## src/rtl/neopixel_pkg.sv

```systemverilog
// rtl/neopixel_pkg.sv - shared WS2812 timing constants and receiver state type
package neopixel_pkg;

    localparam int T0H             = 10;
    localparam int T1H             = 20;
    localparam int TBIT            = 32;
    localparam int NP_BIT_THRESH   = 15;
    localparam int NP_RESET_CYCLES = 1250;

    typedef enum logic [1:0] {SYNC, IDLE, HIGH, LOW} rx_state_t;

    function automatic int max2(input int a, input int b);
        return (a > b) ? a : b;
    endfunction

endpackage

```

## src/rtl/neopixel_rx_if.sv

```systemverilog
// rtl/neopixel_rx_if.sv - decoded pixel/frame event bundle from the NeoPixel receiver
interface neopixel_rx_if;
    logic [23:0] pixel_color;
    logic [15:0] pixel_address;
    logic        pixel_valid;
    logic        frame_done;
    logic        rx_error;

    modport master (output pixel_color, pixel_address, pixel_valid, frame_done, rx_error);
    modport slave  (input  pixel_color, pixel_address, pixel_valid, frame_done, rx_error);
endinterface

```

## src/rtl/neopixel_sync_edge.sv

```systemverilog
// rtl/neopixel_sync_edge.sv - 2-flop din synchronizer with registered rise/fall detect
module neopixel_sync_edge (
    input  logic clk,
    input  logic rst,
    input  logic din,
    output logic level,
    output logic rise,
    output logic fall
);
    logic s1, s2;

    // rise/fall are registered so they line up with the registered level copy
    always_ff @(posedge clk) begin
        if (rst) begin
            s1    <= 1'b0;
            s2    <= 1'b0;
            level <= 1'b0;
            rise  <= 1'b0;
            fall  <= 1'b0;
        end else begin
            s1    <= din;
            s2    <= s1;
            level <= s2;
            rise  <= s2 & ~level;
            fall  <= ~s2 & level;
        end
    end
endmodule

```

## src/rtl/neopixel_rx.sv

```systemverilog
// rtl/neopixel_rx.sv - WS2812 single-wire decoder; NEOPIXEL_RX_ERRCHK_EN enables timing checks
module neopixel_rx
    import neopixel_pkg::*;
#(
    parameter int NUM_LEDS     = 16,
    parameter int BIT_THRESH   = NP_BIT_THRESH,
    parameter int RESET_CYCLES = NP_RESET_CYCLES,
    parameter int MIN_HIGH     = 4,
    parameter int MAX_LOW      = 125
) (
    input  logic clk,
    input  logic rst,
    input  logic din,
    neopixel_rx_if.master px
);
    // counters must also be able to represent every timing limit they are compared with
    localparam int CNT_W = $clog2(max2(max2(RESET_CYCLES, MAX_LOW), max2(MIN_HIGH, BIT_THRESH)) + 1);

    logic level, rise, fall;

    neopixel_sync_edge u_sync (
        .clk   (clk),
        .rst   (rst),
        .din   (din),
        .level (level),
        .rise  (rise),
        .fall  (fall)
    );

    rx_state_t   state;
    logic [CNT_W-1:0] high_cnt, low_cnt;
    logic [4:0]  bit_cnt;
    logic [22:0] shift;
    logic [15:0] pix_idx;
    logic        got_bit;
    logic [23:0] color_r;
    logic [15:0] addr_r;
    logic        valid_r, done_r, err_r;
    logic        bit_v;

    always_comb begin
        bit_v = (high_cnt >= CNT_W'(BIT_THRESH));
    end

    always_ff @(posedge clk) begin
        if (rst) begin
            state    <= SYNC;
            high_cnt <= '0;
            low_cnt  <= '0;
            bit_cnt  <= '0;
            shift    <= '0;
            pix_idx  <= '0;
            got_bit  <= 1'b0;
            color_r  <= '0;
            addr_r   <= '0;
            valid_r  <= 1'b0;
            done_r   <= 1'b0;
            err_r    <= 1'b0;
        end else begin
            valid_r <= 1'b0;
            done_r  <= 1'b0;
            err_r   <= 1'b0;
            case (state)
                SYNC: begin
                    if (level) begin
                        low_cnt <= '0;
                    end else if (low_cnt >= CNT_W'(RESET_CYCLES)) begin
                        state   <= IDLE;
                        low_cnt <= '0;
                    end else begin
                        low_cnt <= low_cnt + 1'b1;
                    end
                end
                IDLE: begin
                    pix_idx <= '0;
                    bit_cnt <= '0;
                    got_bit <= 1'b0;
                    if (rise) begin
                        state    <= HIGH;
                        high_cnt <= '0;
                    end
                end
                HIGH: begin
                    if (fall) begin
`ifdef NEOPIXEL_RX_ERRCHK_EN
                        if (high_cnt < CNT_W'(MIN_HIGH)) begin
                            err_r   <= 1'b1;
                            state   <= SYNC;
                            low_cnt <= '0;
                            bit_cnt <= '0;
                        end else
`endif
                        begin
                            shift   <= {shift[21:0], bit_v};
                            got_bit <= 1'b1;
                            state   <= LOW;
                            low_cnt <= '0;
                            if (bit_cnt == 5'd23) begin
                                bit_cnt <= '0;
                                // pixels past the end of the chain are decoded but dropped
                                if (pix_idx < 16'(NUM_LEDS)) begin
                                    color_r <= {shift, bit_v};
                                    addr_r  <= pix_idx;
                                    valid_r <= 1'b1;
                                    pix_idx <= pix_idx + 1'b1;
                                end
                            end else begin
                                bit_cnt <= bit_cnt + 1'b1;
                            end
                        end
                    end else if (high_cnt != '1) begin
                        high_cnt <= high_cnt + 1'b1;
                    end
                end
                LOW: begin
                    if (rise) begin
`ifdef NEOPIXEL_RX_ERRCHK_EN
                        if (low_cnt > CNT_W'(MAX_LOW)) begin
                            err_r   <= 1'b1;
                            state   <= SYNC;
                            low_cnt <= '0;
                            bit_cnt <= '0;
                        end else
`endif
                        begin
                            state    <= HIGH;
                            high_cnt <= '0;
                        end
                    end else if (low_cnt >= CNT_W'(RESET_CYCLES)) begin
                        done_r <= got_bit;
                        state  <= IDLE;
                    end else begin
                        low_cnt <= low_cnt + 1'b1;
                    end
                end
                default: state <= SYNC;
            endcase
        end
    end

    assign px.pixel_color   = color_r;
    assign px.pixel_address = addr_r;
    assign px.pixel_valid   = valid_r;
    assign px.frame_done    = done_r;
    assign px.rx_error      = err_r;
endmodule

```

## src/flat_wrapper.sv

```systemverilog
// flat-port wrapper written by rule: the top's interface ports become plain ports
module neopixel_rx_flat import neopixel_pkg::*;
#(
    parameter int NUM_LEDS     = 16,
    parameter int BIT_THRESH   = NP_BIT_THRESH,
    parameter int RESET_CYCLES = NP_RESET_CYCLES,
    parameter int MIN_HIGH     = 4,
    parameter int MAX_LOW      = 125
)
  (clk, rst, din, px_pixel_color, px_pixel_address, px_pixel_valid, px_frame_done, px_rx_error);
  neopixel_rx_if px_i ();
  input  logic clk;
  input  logic rst;
  input  logic din;
  output wire logic [$bits(px_i.pixel_color)-1:0] px_pixel_color;
  output wire logic [$bits(px_i.pixel_address)-1:0] px_pixel_address;
  output wire logic [$bits(px_i.pixel_valid)-1:0] px_pixel_valid;
  output wire logic [$bits(px_i.frame_done)-1:0] px_frame_done;
  output wire logic [$bits(px_i.rx_error)-1:0] px_rx_error;
  assign px_pixel_color = px_i.pixel_color;
  assign px_pixel_address = px_i.pixel_address;
  assign px_pixel_valid = px_i.pixel_valid;
  assign px_frame_done = px_i.frame_done;
  assign px_rx_error = px_i.rx_error;
  neopixel_rx #(.NUM_LEDS(NUM_LEDS), .BIT_THRESH(BIT_THRESH), .RESET_CYCLES(RESET_CYCLES), .MIN_HIGH(MIN_HIGH), .MAX_LOW(MAX_LOW)) u_core (.clk(clk), .rst(rst), .din(din), .px(px_i));
endmodule
```

## config.mk

```make
export PLATFORM = sky130hd
export DESIGN_NAME = neopixel_rx_flat
export DESIGN_NICKNAME = d
export VERILOG_FILES = /design/src/rtl/neopixel_pkg.sv /design/src/rtl/neopixel_rx_if.sv /design/src/rtl/neopixel_sync_edge.sv /design/src/rtl/neopixel_rx.sv /design/src/flat_wrapper.sv
export SDC_FILE = /design/constraint.sdc
export NUM_CORES = 1
export LEC_CHECK = 0
export BUFFER_PORTS_ARGS = -buffer_cell sky130_fd_sc_hd__buf_2
export CORE_MARGIN = 3
export CORE_UTILIZATION = 50
export CTS_CLUSTER_DIAMETER = 50
export DETAILED_ROUTE_END_ITERATION = 12
export PLACE_DENSITY = 0.7
export SLEW_MARGIN = 0
export SYNTH_ARGS = -nofsm -noshare
export SYNTH_HDL_FRONTEND = slang
export SYNTH_SLANG_ARGS = --single-unit
```

## constraint.sdc

```tcl
create_clock -name clk -period 5 [get_ports clk]
set_clock_uncertainty 0.2 [all_clocks]
set_input_delay 0.75 -clock clk [delete_from_list [all_inputs] [get_ports clk]]
set_output_delay 0.75 -clock clk [all_outputs]
set_load 0.02 [all_outputs]
```

* Yosys cells after proc, flatten, opt, wreduce, memory -nomap -nowiden
Index checks and enable logic that the tools add are counted.
** Cells by class
- Bitwise gates (word level) :: 9
- Shift-type cells :: 0
- Divide/modulo/power cells :: 0
- Mux-type cells :: 26
- $add $sub $neg :: 4
- Eq/ne operators :: 15
- Order comparisons :: 3
- Reduce and logical (&&, ||, !) cells :: 14
- $mul :: 0
** Operator list (count)
- $mux 11 :: 8
- $mux 16 :: 3
- $pmux 11 s3 :: 1
- $pmux 16 s2 :: 1
- $add 11x1->11 const B :: 2
- $pmux 11 s2 :: 1
- $add 16x1->16 const B :: 1
- $lt 16x5->1 const B :: 1
- $reduce_and 4->1 :: 4
- $ne 2x2->1 const B :: 6
- $ge 11x11->1 const B :: 1
- $ge 11x4->1 const B :: 1
- $ne 11x11->1 const B :: 1
- $mux 2 :: 5
- $mux 5 :: 2
- $pmux 5 s2 :: 1
- $ne 2x1->1 const B :: 4
- $pmux 2 s4 :: 1
- $reduce_or 4->1 :: 2
- $not 1->1 :: 7
- $add 5x1->5 const B :: 1
- $eq 5x5->1 const B :: 1
- $eq 2x2->1 const B :: 2
- $reduce_and 2->1 :: 2
- other kinds (9) :: 12
** Word-level totals
- Register bits after elaboration :: 116
- Bits in latches :: 0
- Output and inout bits :: 43
- Memory bits (writable) :: 0
- ROM bits :: 0
- Logic and storage cells :: 87
- Input bits :: 3
- Memories :: 0

* Longest topological paths before layout
Gate-level depths: netlist of the first run.
- Depth in word-level cells :: 5
- Depth in mapped cells :: 8
- Depth with buffers taken out :: 6

* Hierarchy
From an unflattened synthesis of the first run, not the netlist that was laid out.
** Second synthesis, totals
- Cell total of the unflattened synthesis :: 514
- Area total of the unflattened synthesis :: 4493.1 um^2
** Modules (own cells, without submodules)
- neopixel_rx :: sequential area each 2222.1 um^2, times used 1, area each 4359.2 um^2, cells each 504
- neopixel_sync_edge :: sequential area each 100.1 um^2, times used 1, area each 133.9 um^2, cells each 10

* Worst setup path before layout of the first run
No wires, ideal clock.
- Path type :: flip-flop to flip-flop
- Start :: register u_core.low_cnt[0]
- End :: register u_core.low_cnt[0]
- Buffers on the path :: 0
- Data arrival time :: 1.779 ns
- Stages on the path, launching flop included :: 7
- Required time :: 4.728 ns
- Library setup time :: 0.072 ns
- Path slack :: 2.949 ns
- Period minus slack after synthesis :: 2.051 ns
- Cell sequence :: dfxtp_1 -> inv_1 -> ha_1 -> or4_4 -> o41a_1 -> a21boi_0 -> mux2i_1
** Between the ends
- Longest elaborated chain between the ends :: 4
- Elaborated cells between the ends (all ways) :: 9
- Classes of those cells :: add/sub: 1; order compare: 1; eq/ne: 1; mux: 5; reduce/logical: 1
** Ends and longest elaborated chain
- from (decl) :: line neopixel_rx.sv:31 : logic [CNT_W-1:0] high_cnt, low_cnt;
- from (signal assigned) :: line neopixel_rx.sv:71 : low_cnt <= low_cnt + 1'b1;
- from (signal assigned) :: line neopixel_rx.sv:133 : low_cnt <= low_cnt + 1'b1;
- $add 11x1->11 or $ge 11x11->1 (tied branches)
- $mux 11, on equally long branches :: line neopixel_rx.sv:129, neopixel_rx.sv:67
- $mux 11, on equally long branches :: line neopixel_rx.sv:116, neopixel_rx.sv:65
- $pmux 11 s3 :: line neopixel_rx.sv:63 : case (state)
Parallel ways exist; a longest one is shown, timed or not. The select of a mux whose other input is x is not followed.
A chain may end at the register's enable or synchronous reset.

* Final worst setup path of the first run
- Start :: register u_core.state[1]
- End :: register u_core.pix_idx[0]
** Between the ends
- Longest elaborated chain between the ends :: 3
- Elaborated cells between the ends (all ways) :: 8
- Classes of those cells :: eq/ne: 5; mux: 1; reduce/logical: 2
** Ends and longest elaborated chain
- from (decl) :: line neopixel_rx.sv:30 : rx_state_t state;
- from (signal assigned) :: line neopixel_rx.sv:47 : state <= SYNC;
- from (signal assigned) :: line neopixel_rx.sv:68 : state <= IDLE;
- from (signal assigned) :: line neopixel_rx.sv:79 : state <= HIGH;
- $eq 2x2->1 or $eq 2x1->1 (tied branches) :: line neopixel_rx.sv:63
- $ne 2x1->1 (no source line), or another cell as far along
- $reduce_and 4->1 (no source line)
- to (signal assigned) :: line neopixel_rx.sv:105 : pix_idx <= pix_idx + 1'b1;
- to (decl) :: line neopixel_rx.sv:34 : logic [15:0] pix_idx;
Parallel ways exist; a longest one is shown, timed or not.

==> qor.log, run 1 <==
[run_status] status finished clean
[setup_path] Setup crit end u_core.pix_idx[0]
[global_routing] antenna violations before repair 0
[clock_tree] post-cts hold buffer count 0
[clock_tree] total number of clock tree sinks 116
[sta] final critical path time including I/O delays and setup 2.90 ns
[global_routing] maximum number of pins on one net before global-route repair 42
[yosys] largest area contributor in the synthesized netlist dfxtp_1
[clock_tree] clock-pin slew on the worst setup and hold paths 0.06 ns
[routing] total detailed-routing wirelength 10100 um
[yosys] number of storage elements in the synthesis netlist 116
[yosys] syn nets 550
[floorplanning] I/O pins 46
[sta] relative slew slack 32.8%
[global_routing] first-pass GRT wire length 16700 um
[clock_tree] Num CTS Buffers 17
[floorplanning] Horiz. Die Dim 103 um
[yosys] primary flip-flop cell chosen by synthesis mapping dfxtp_1
[power_and_ir_drop] relative contribution of sequential cells to total power 44.9%
[setup_path] count of cells along the worst register-to-register path 5
[finish] diode insertion count for antenna repair 0
[power_and_ir_drop] Lkg Pwr 2.02 nW
[flow_run] max-cap check violation count 0
[sta] Fmax 0.344 GHz
[power_and_ir_drop] internal power consumption 1.64 mW
[yosys] average size of a mapped cell 8.66 um^2
[yosys] xor/xnor cell area share of the yosys netlist 0%
[floorplanning] vertical die dimension 103 um
[yosys] biggest area contributors in the synthesized netlist dfxtp_1, a21oi_1, nand3_1
[floorplanning] FP Rows 34
[clock_tree] cell at the root of the clock tree clkbuf_8
[sta] Setup TNS 0 ns
[sta] final max-slew violation count 0
[yosys] simple-gate share of the synthesized area 24.0%
[power_and_ir_drop] sw frac 21.1%
[hold_path] critical hold path startpoint u_core.u_sync.s2
[yosys] fraction of the yosys area taken by sequential cells 49.5%
[power_and_ir_drop] portion of total power attributed to the clock network 53.3%
[sta] ratio of final minimum period to clock period 58.1%
[setup_path] Worst R2R Setup Slack 2.10 ns
[placed_design] cell count after placement 661
[power_and_ir_drop] power dissipated by switching net loads 0.439 mW
[routing] average vias per placed instance 5.75
[yosys] fraction of registers with async set/reset 0%
[placed_design] final weighted congestion in routability-driven placement 0.820
[sta] setup repair after global routing missed its margin no
[global_routing] global routing usage summed across all routing layers 19.9%
[clock_tree] later-pin clock latency in the skew report 0.52 ns
[sta] Final setup violation count 0
[sta] Least-Margin Pin Slew 1.00 ns
[finish] final-stage net count 580
[hold_path] kind of path behind the tightest hold check reg -> reg
[yosys] mux cell area share after synthesis 1.31%
[floorplanning] starting density of the core 52.5%
[power_and_ir_drop] power density over the cells 380 nW/um^2
[clock_tree] post-cts resize count 0
[power_and_ir_drop] combinational share of power 1.9%
[setup_path] arrival time at the worst endpoint 3.16 ns
[setup_path] data required time of the worst path 5.25 ns
[finish] layout cell share with drive strength beyond 1 14.4%
[routing] Final ANT Viol Nets 0
[finish] signed area change from the synthesized netlist to the final layout 16.6%
[clock_tree] number of buffers inserted to repair setup after CTS 0
[setup_path] Worst setup startpoint u_core.state[1]
[setup_path] sort of element at the start of the critical path flop
[clock_tree] clk buf depth 2
[yosys] number of warning messages in the yosys log 0
[yosys] post-synthesis instance area 4690 um^2
[yosys] share of synthesized cell area in full adder, half adder and majority cells 1.33%
[setup_path] Max Fanout on Critical Path 33
[yosys] Cell variety after synth 53
[routing] count of unresolved DRC violations after routing 0
[clock_tree] htree depth 4
[placed_design] dpl hpwl 6410 um
[yosys] dominant combinational cell family by area after synthesis simple AND/OR/NAND/NOR gates
[routing] Detailed Route Iter0 Violations 190
[yosys] fraction of the mapped netlist area in compound gates 19.6%
[placed_design] Port Buffers 44
[setup_path] startpoint of the worst-slack reg-to-reg timing path u_core.state[1]
[yosys] Post-Synthesis Cells 542
[routing] Wirelength per Cell 14.5 um
[floorplanning] Die ar. 10600 um^2
[global_routing] global route overflow 0
[power_and_ir_drop] worst voltage drop across the vdd grid 0.214 mV
[finish] Post-Layout Cell Count 692
[yosys] area fraction of the dominant cell type after synthesis 49.5%
[setup_path] critical path class reg -> reg
[setup_path] Reg2Reg Capture Point u_core.pix_idx[0]
[clock_tree] clock tree from TritonCTS yes
[finish] most used cells in the layout excluding fill and tap cells dfxtp_1, a21oi_1, nand2_1
[finish] most frequent standard cell in the layout excluding fill and tap cells dfxtp_1
[routing] Vias 3980
[setup_path] endpoint class of the critical path flop
[global_routing] vias in the first global route 3587
[sta] endpoints failing hold 0
[routing] DRT Pass-1 Iters 4
[floorplanning] area of the core region 8930 um^2
[yosys] number of flops mapped to enable cells by yosys 0
## through the flow
step | worst slack, ns | utilization, % | total power, mW | cell area, um^2 | hold WS [ns]
final | 2.10 | 61.3 | 2.08 | 5470 | 0.207
after global routing | 1.84 | 61.3 | 2.15 | 5470 | 0.248
after CTS | 2.10 | 61.3 | 2.10 | 5470 | 0.204
after detailed placement | 2.12 | 55.1 | 0.992 | 4920 | 0.195
after global placement | 2.21 | 55.1 | 0.992 | 4920 | 0.195
after floorplan | 2.95 | - | 0.985 | 4690 | 0.188
## flip-flops by register name (all words and copies together), names as in the netlist, 2 cells and up
signal	flops
u_core.state	2
u_core.high_cnt	11
u_core.bit_cnt	5
u_core.shift	23
u_core.px.pixel_color	24
u_core.px.pixel_address	16
u_core.pix_idx	16
u_core.low_cnt	11
## cell usage after synthesis, types with 2 or more instances
cell type	number
buf_2	5
dfxtp_1	116
ha_1	5
nand3_1	46
nor3_1	7
o21a_1	2
a211o_1	2
nor4_1	6
buf_1	2
and3_1	4
and3b_1	2
or3_1	7
o21ai_0	39
or4_1	8
nor2_1	10
clkbuf_1	28
a21oi_1	82
o311ai_0	6
o221ai_1	4
nor2b_1	7
and4_1	3
o2111ai_1	4
nand3b_1	2
o211ai_1	2
nand2_1	56
o31ai_1	8
a211oi_1	2
mux2i_1	5
nand2b_1	7
nor3b_1	3
nand4_1	6
and2_0	2
inv_1	11
and2_1	24
## area by class of cell
class,instances,area (um^2)
inverters,11,41.3
multi-input cells,378,2170
well taps,108,135
repair buffers,48,250
fillers,769,3460
clock inverters,9,78.8
flip-flops and latches,116,2320
clock buffers,22,473
## routing by layer
layer  track usage [%]  share of wire [%]  routed length, um
met2              31.0                 48               4840
met5                 0                  0                  0
met3              5.28                3.8                381
met1              25.8                 47               4710
met4              9.66                1.3                131
## how the worst min path moves through the flow
stage	to	slack [ns]	cells past startpoint
floorplan	u_core.u_sync.fall	0.19	1
global placement	u_core.u_sync.fall	0.20	1
global route	u_core.u_sync.s1	0.25	2
finish	u_core.u_sync.fall	0.21	1
detailed placement	u_core.u_sync.fall	0.19	1
CTS	u_core.u_sync.fall	0.20	1
## critical path, stage by stage, from the launching register on
cell and delay, ns:
dfxtp_1 0.59, and3b_1 0.23, buf_4 0.30, nand3_1 0.75, or3_1 0.60, a21oi_1 0.14
## power by group through the flow
stage	combinational, mW	sequential (mW)	clock [mW]
after floorplan	0.0328	0.952	0
after global placement	0.0383	0.953	0
after detailed placement	0.0390	0.953	0
after CTS	0.0390	0.934	1.13
after global routing	0.0442	0.934	1.17
final	0.0389	0.934	1.11
## logic make-up (layout without fill, tap and decap cells)
kind of cell             after synthesis  in the layout
AND/OR/NAND/NOR                      207            207
AO/OA/AOI/OAI                        159            159
flip-flops                           116            116
buffers and inverters                 48             90
multiplexers                           6              6
adder cells (fa/ha/maj)                5              5
other                                  1              1
Power figures use the tool's default switching activity.
==> inputs of run 2 (changes only) <==
==> constraint.sdc (replaced) <==
create_clock -name clk -period 2.7 [get_ports clk]
set_clock_uncertainty 0.2 [all_clocks]
set_input_delay 0.405 -clock clk [delete_from_list [all_inputs] [get_ports clk]]
set_output_delay 0.405 -clock clk [all_outputs]
set_load 0.02 [all_outputs]
==> run 2 against run 1 <==
Effect of this change:
- combinational power rose by 100%
- power grew 96%
- sequential power is 85% higher
- flip-flop and latch count unchanged
- register-to-register slack lost 1.7 ns
- clock-buffer cell count decreased by 3
- core utilization up 1.3 points
- wire length grew 2.0%
- cell count increased by 1.3%
==> qor.log, run 2 (synthesized netlist as in run 1, its figures left out) <==
[run_status] status finished clean
[routing] Wirelength per Cell 14.6 um
[setup_path] Max Fanout on Critical Path 9
[routing] average vias per placed instance 5.82
[floorplanning] I/O pins 46
[clock_tree] post-cts hold buffer count 1
[finish] diode insertion count for antenna repair 0
[global_routing] first-pass GRT wire length 17200 um
[clock_tree] htree depth 4
[power_and_ir_drop] Total Power Consumption 4.09 mW
[clock_tree] number of buffers inserted to repair setup after CTS 0
[sta] worst hold margin 0.157 ns
[sta] endpoints failing hold 0
[routing] total detailed-routing wirelength 10300 um
[sta] Least-Margin Pin Slew 0.703 ns
[clock_tree] total number of clock tree sinks 116
[finish] Sequential cell area 2320 um^2
[clock_tree] cell at the root of the clock tree clkbuf_8
[setup_path] Worst R2R Setup Slack 0.39 ns
[finish] signed area change from the synthesized netlist to the final layout 19.1%
[power_and_ir_drop] power density over the cells 732 nW/um^2
[routing] DRT Pass-1 Iters 5
[finish] post-layout utilization of the core 62.6%
[clock_tree] clock-pin slew on the worst setup and hold paths 0.06 ns
[hold_path] Min-Delay Path Depth 2
[hold_path] terminating pin of the worst hold path u_core.got_bit
[routing] Detailed Route Iter0 Violations 252
[sta] ratio of final minimum period to clock period 85.7%
[floorplanning] starting density of the core 52.5%
[power_and_ir_drop] Lkg Pwr 2.07 nW
[setup_path] count of buffer and inverter cells on the critical path 2
[setup_path] critical path class reg -> reg
[setup_path] Reg2Reg Capture Point u_core.low_cnt[3]
[global_routing] antenna violations before repair 0
[routing] Vias 4082
[setup_path] maximum single-stage delay on the critical path 0.45 ns
[sta] Setup TNS 0 ns
[hold_path] kind of path behind the tightest hold check in -> reg
[finish] layout cell share with drive strength beyond 1 15.3%
[finish] final-stage net count 588
[global_routing] global route overflow 0
[placed_design] Port Buffers 44
[sta] Fmax 0.432 GHz
[sta] setup repair after global routing missed its margin no
[setup_path] sort of element at the start of the critical path flop
[setup_path] data required time of the worst path 2.93 ns
[floorplanning] FP Rows 34
[flow_run] max-cap check violation count 0
[routing] Final ANT Viol Nets 0
[sta] final max-slew violation count 0
[finish] most frequent standard cell in the layout excluding fill and tap cells dfxtp_1
[floorplanning] Die ar. 10600 um^2
[clock_tree] Num CTS Buffers 17
[setup_path] startpoint of the worst-slack reg-to-reg timing path u_core.low_cnt[0]
[placed_design] final weighted congestion in routability-driven placement 0.831
[floorplanning] vertical die dimension 103 um
[setup_path] cell class contributing the biggest share of worst-path delay simple AND/OR/NAND/NOR gates
[finish] footprint of the multi-input gates 2170 um^2
[sta] relative slew slack 53.1%
[sta] final critical path time including I/O delays and setup 2.31 ns
[floorplanning] Horiz. Die Dim 103 um
[setup_path] count of cells along the worst register-to-register path 7
[hold_path] critical hold path startpoint rst
[power_and_ir_drop] worst voltage drop across the vdd grid 0.514 mV
[routing] count of unresolved DRC violations after routing 0
[clock_tree] post-cts resize count 0
[finish] max FFs per register 24
[finish] Filler cells 778
[clock_tree] later-pin clock latency in the skew report 0.50 ns
[sta] Final setup violation count 0
[finish] most used cells in the layout excluding fill and tap cells dfxtp_1, a21oi_1, nand2_1
[setup_path] Worst path depth 7
[setup_path] cell with the largest stage delay on the worst path or4_4
[global_routing] vias in the first global route 3832
[global_routing] global routing usage summed across all routing layers 20.3%
[setup_path] critical path, cell by cell inv_1 > ha_1 > or4_4 > nor4_4 > buf_4 > o311ai_0 > mux2i_1
[setup_path] arrival time at the worst endpoint 2.55 ns
[global_routing] maximum number of pins on one net before global-route repair 52
[setup_path] endpoint class of the critical path flop
[placed_design] dpl hpwl 6540 um
[clock_tree] clk buf depth 2
[clock_tree] clock tree from TritonCTS yes
[floorplanning] area of the core region 8930 um^2
==> run 2: layer usage <==
| metal | global-route usage (%) | vias to the layer above | part of all wire, % |
|---|---|---|---|
| met5 | 0 | - | 0 |
| met4 | 6.97 | 0 | 1.5 |
| met3 | 6.63 | 17 | 5.2 |
| met2 | 32.8 | 114 | 48 |
| met1 | 25.7 | 1915 | 45 |
| li1 | - | 2036 | - |
==> run 2: power by group <==
part / switching, mW / internal, mW
sequential: 0.0100 / 1.72
clock: 0.787 / 1.50
combinational: 0.0530 / 0.0259
==> run 2: worst max-delay path by stage <==
stage	start	end	slack [ns]
finish	u_core.low_cnt[0]	u_core.low_cnt[3]	0.39
global route	u_core.low_cnt[0]	u_core.low_cnt[3]	0.23
CTS	u_core.low_cnt[0]	u_core.low_cnt[3]	0.37
detailed placement	u_core.state[1]	u_core.high_cnt[9]	0.46
global placement	u_core.low_cnt[0]	u_core.low_cnt[9]	0.48
floorplan	u_core.low_cnt[0]	u_core.low_cnt[0]	0.65
==> run 2: area by class of cell <==
class | instances | area share (%)
multi-input cells | 378 | 38.9
clock inverters | 13 | 3.27
repair buffers | 56 | 5.60
flip-flops and latches | 116 | 41.5
inverters | 11 | 0.739
clock buffers | 19 | 7.54
well taps | 108 | 2.42
==> run 2: stage by stage <==
step | setup slack [ns] | cell area (um^2) | instances
finish | 0.386 | 5590 | 701
global route | 0.233 | 5590 | 701
CTS | 0.371 | 5590 | 701
detailed placement | 0.464 | 4970 | 668
global placement | 0.476 | 4970 | 668
floorplan | 0.649 | 4690 | 542
==> inputs of run 3 (changes only) <==
==> constraint.sdc (replaced) <==
create_clock -name clk -period 2.7 [get_ports clk]
set_clock_uncertainty 0.2 [all_clocks]
set_input_delay 0.135 -clock clk [delete_from_list [all_inputs] [get_ports clk]]
set_output_delay 0.135 -clock clk [all_outputs]
set_load 0.02 [all_outputs]
==> run 3 against run 2 <==
Effect of this change:
- core utilization grew 0.22 points
- first-iteration DRC count grew 1.6%
- flip-flop and latch count is the same
- power is essentially flat
- die area is the same
- design area grew 0.36%
- critical path depth is the same
- via count shrank 0.22%
- non-clock buffer count grew 2
- global-route usage is essentially flat
- largest cell class unchanged
- sequential share of layout area shrank 0.15 points
==> qor.log, run 3 (synthesized netlist as in run 1, its figures left out) <==
[sta] Least-Margin Pin Slew 0.715 ns
[sta] Setup TNS 0 ns
[sta] Final setup violation count 0
[floorplanning] Horiz. Die Dim 103 um
[global_routing] antenna violations before repair 0
[finish] most used cells in the layout excluding fill and tap cells dfxtp_1, a21oi_1, nand2_1
[finish] diode insertion count for antenna repair 0
[floorplanning] FP Rows 34
[clock_tree] clock-pin slew on the worst setup and hold paths 0.06 ns
[placed_design] dpl hpwl 6540 um
[finish] max FFs per register 24
[setup_path] data required time of the worst path 2.93 ns
[clock_tree] cell at the root of the clock tree clkbuf_8
[routing] DRT Pass-1 Iters 4
[clock_tree] clock tree from TritonCTS yes
[routing] post-route met1 wirelength 4810 um
[finish] most frequent standard cell in the layout excluding fill and tap cells dfxtp_1
[floorplanning] I/O pins 46
[setup_path] Max Fanout on Critical Path 9
[setup_path] endpoint class of the critical path flop
[setup_path] sort of element at the start of the critical path flop
[routing] Final ANT Viol Nets 0
[sta] Fmax 0.431 GHz
[finish] Sequential cell area 2320 um^2
[global_routing] global routing usage summed across all routing layers 20.3%
[clock_tree] total number of clock tree sinks 116
[routing] total detailed-routing wirelength 10300 um
[routing] Wirelength per Cell 14.6 um
[routing] met2 wire length 5010 um
[routing] uppermost signal routing layer after detailed routing met4
[clock_tree] post-cts resize count 0
[sta] final max-slew violation count 0
[setup_path] arrival time at the worst endpoint 2.55 ns
[routing] average vias per placed instance 5.79
[finish] final-stage net count 590
[placed_design] Port Buffers 44
[floorplanning] area of the core region 8930 um^2
[floorplanning] vertical die dimension 103 um
[routing] Vias 4073
[finish] signed area change from the synthesized netlist to the final layout 19.5%
[routing] met3 wirelength from detailed routing 364 um
[sta] relative slew slack 52.3%
[floorplanning] Die ar. 10600 um^2
[routing] Detailed Route Iter0 Violations 256
[sta] ratio of final minimum period to clock period 85.9%
[finish] Post-Layout Cell Count 703
[finish] footprint of the multi-input gates 2170 um^2
[global_routing] global route overflow 0
[clock_tree] Num CTS Buffers 17
[setup_path] critical path class reg -> reg
[hold_path] kind of path behind the tightest hold check reg -> reg
[clock_tree] clk buf depth 2
[placed_design] final weighted congestion in routability-driven placement 0.831
[power_and_ir_drop] worst voltage drop across the vdd grid 0.514 mV
[routing] count of unresolved DRC violations after routing 0
[clock_tree] htree depth 4
[finish] Filler cells 776
[clock_tree] number of buffers inserted to repair setup after CTS 0
[flow_run] max-cap check violation count 0
[floorplanning] starting density of the core 52.5%
[finish] layout cell share with drive strength beyond 1 15.3%
[placed_design] cell count after placement 668
[sta] final critical path time including I/O delays and setup 2.32 ns
[power_and_ir_drop] Lkg Pwr 2.08 nW
[global_routing] vias in the first global route 3835
[clock_tree] later-pin clock latency in the skew report 0.50 ns
[global_routing] first-pass GRT wire length 17200 um
[sta] endpoints failing hold 0
[sta] setup repair after global routing missed its margin no
[power_and_ir_drop] power density over the cells 729 nW/um^2
[run_status] status finished clean
[global_routing] maximum number of pins on one net before global-route repair 52
-- run 3: changes by cell type in the layout (fill, tap and decap cells not counted), sizes merged --
| cell | delta |
|---|---|
| dlygate4sd3 | +2 |
-- run 3: per-stage QoR --
stage / power (mW) / cell area [um^2] / hold slack, ns / util (%) / setup slack (ns)
6_report: 4.09 / 5610 / 0.228 / 62.8 / 0.380
2_1_floorplan: 1.82 / 4690 / 0.0632 / - / 0.649
3_5_place_dp: 1.84 / 4970 / 0.164 / 55.7 / 0.464
5_1_grt: 4.22 / 5610 / 0.239 / 62.8 / 0.233
3_3_place_gp: 1.84 / 4970 / 0.160 / 55.7 / 0.476
4_1_cts: 4.13 / 5610 / 0.231 / 62.8 / 0.371
-- run 3: routing by layer --
layer | up-vias | track usage, %
met4 | 0 | 6.97
met5 | - | 0
met1 | 1941 | 25.7
met3 | 8 | 6.63
li1 | 2041 | -
met2 | 83 | 32.8
-- run 3: worst paths after layout --
kind / from / end / slack (ns) / depth (start not counted)
hold reg to reg: u_core.u_sync.s2 / u_core.u_sync.fall / 0.23 / 1
hold / removal: u_core.u_sync.s2 / u_core.u_sync.fall / 0.23 / 1
setup reg to reg: u_core.low_cnt[0] / u_core.low_cnt[3] / 0.38 / 7
setup / recovery: u_core.low_cnt[0] / u_core.low_cnt[3] / 0.38 / 7
-- run 3: power breakdown --
group,internal (mW),switching [mW]
registers,1.72,0.0100
logic,0.0277,0.0532
clock network,1.50,0.785
-- run 3: critical path: stages (launching register included) --
cell	delay [ns]
dfxtp_1	0.41
inv_1	0.08
ha_1	0.21
or4_4	0.45
nor4_4	0.32
buf_4	0.24
o311ai_0	0.16
mux2i_1	0.19
-- run 3: timing repair --
| action | 4_1_cts | 5_1_grt |
|---|---|---|
| endpoints found under the setup margin | 0 | 0 |
| endpoints found under the hold margin | 15 | 0 |
| hold buffers | 3 | 0 |
-- run 3: cell type report --
type | instances | area share, %
Sequential cell | 116 | 41.4
Multi-Input combinational cell | 378 | 38.7
Clock buffer | 19 | 7.52
Timing Repair Buffer | 58 | 5.93
Clock inverter | 13 | 3.26
Tap cell | 108 | 2.41
Inverter | 11 | 0.736
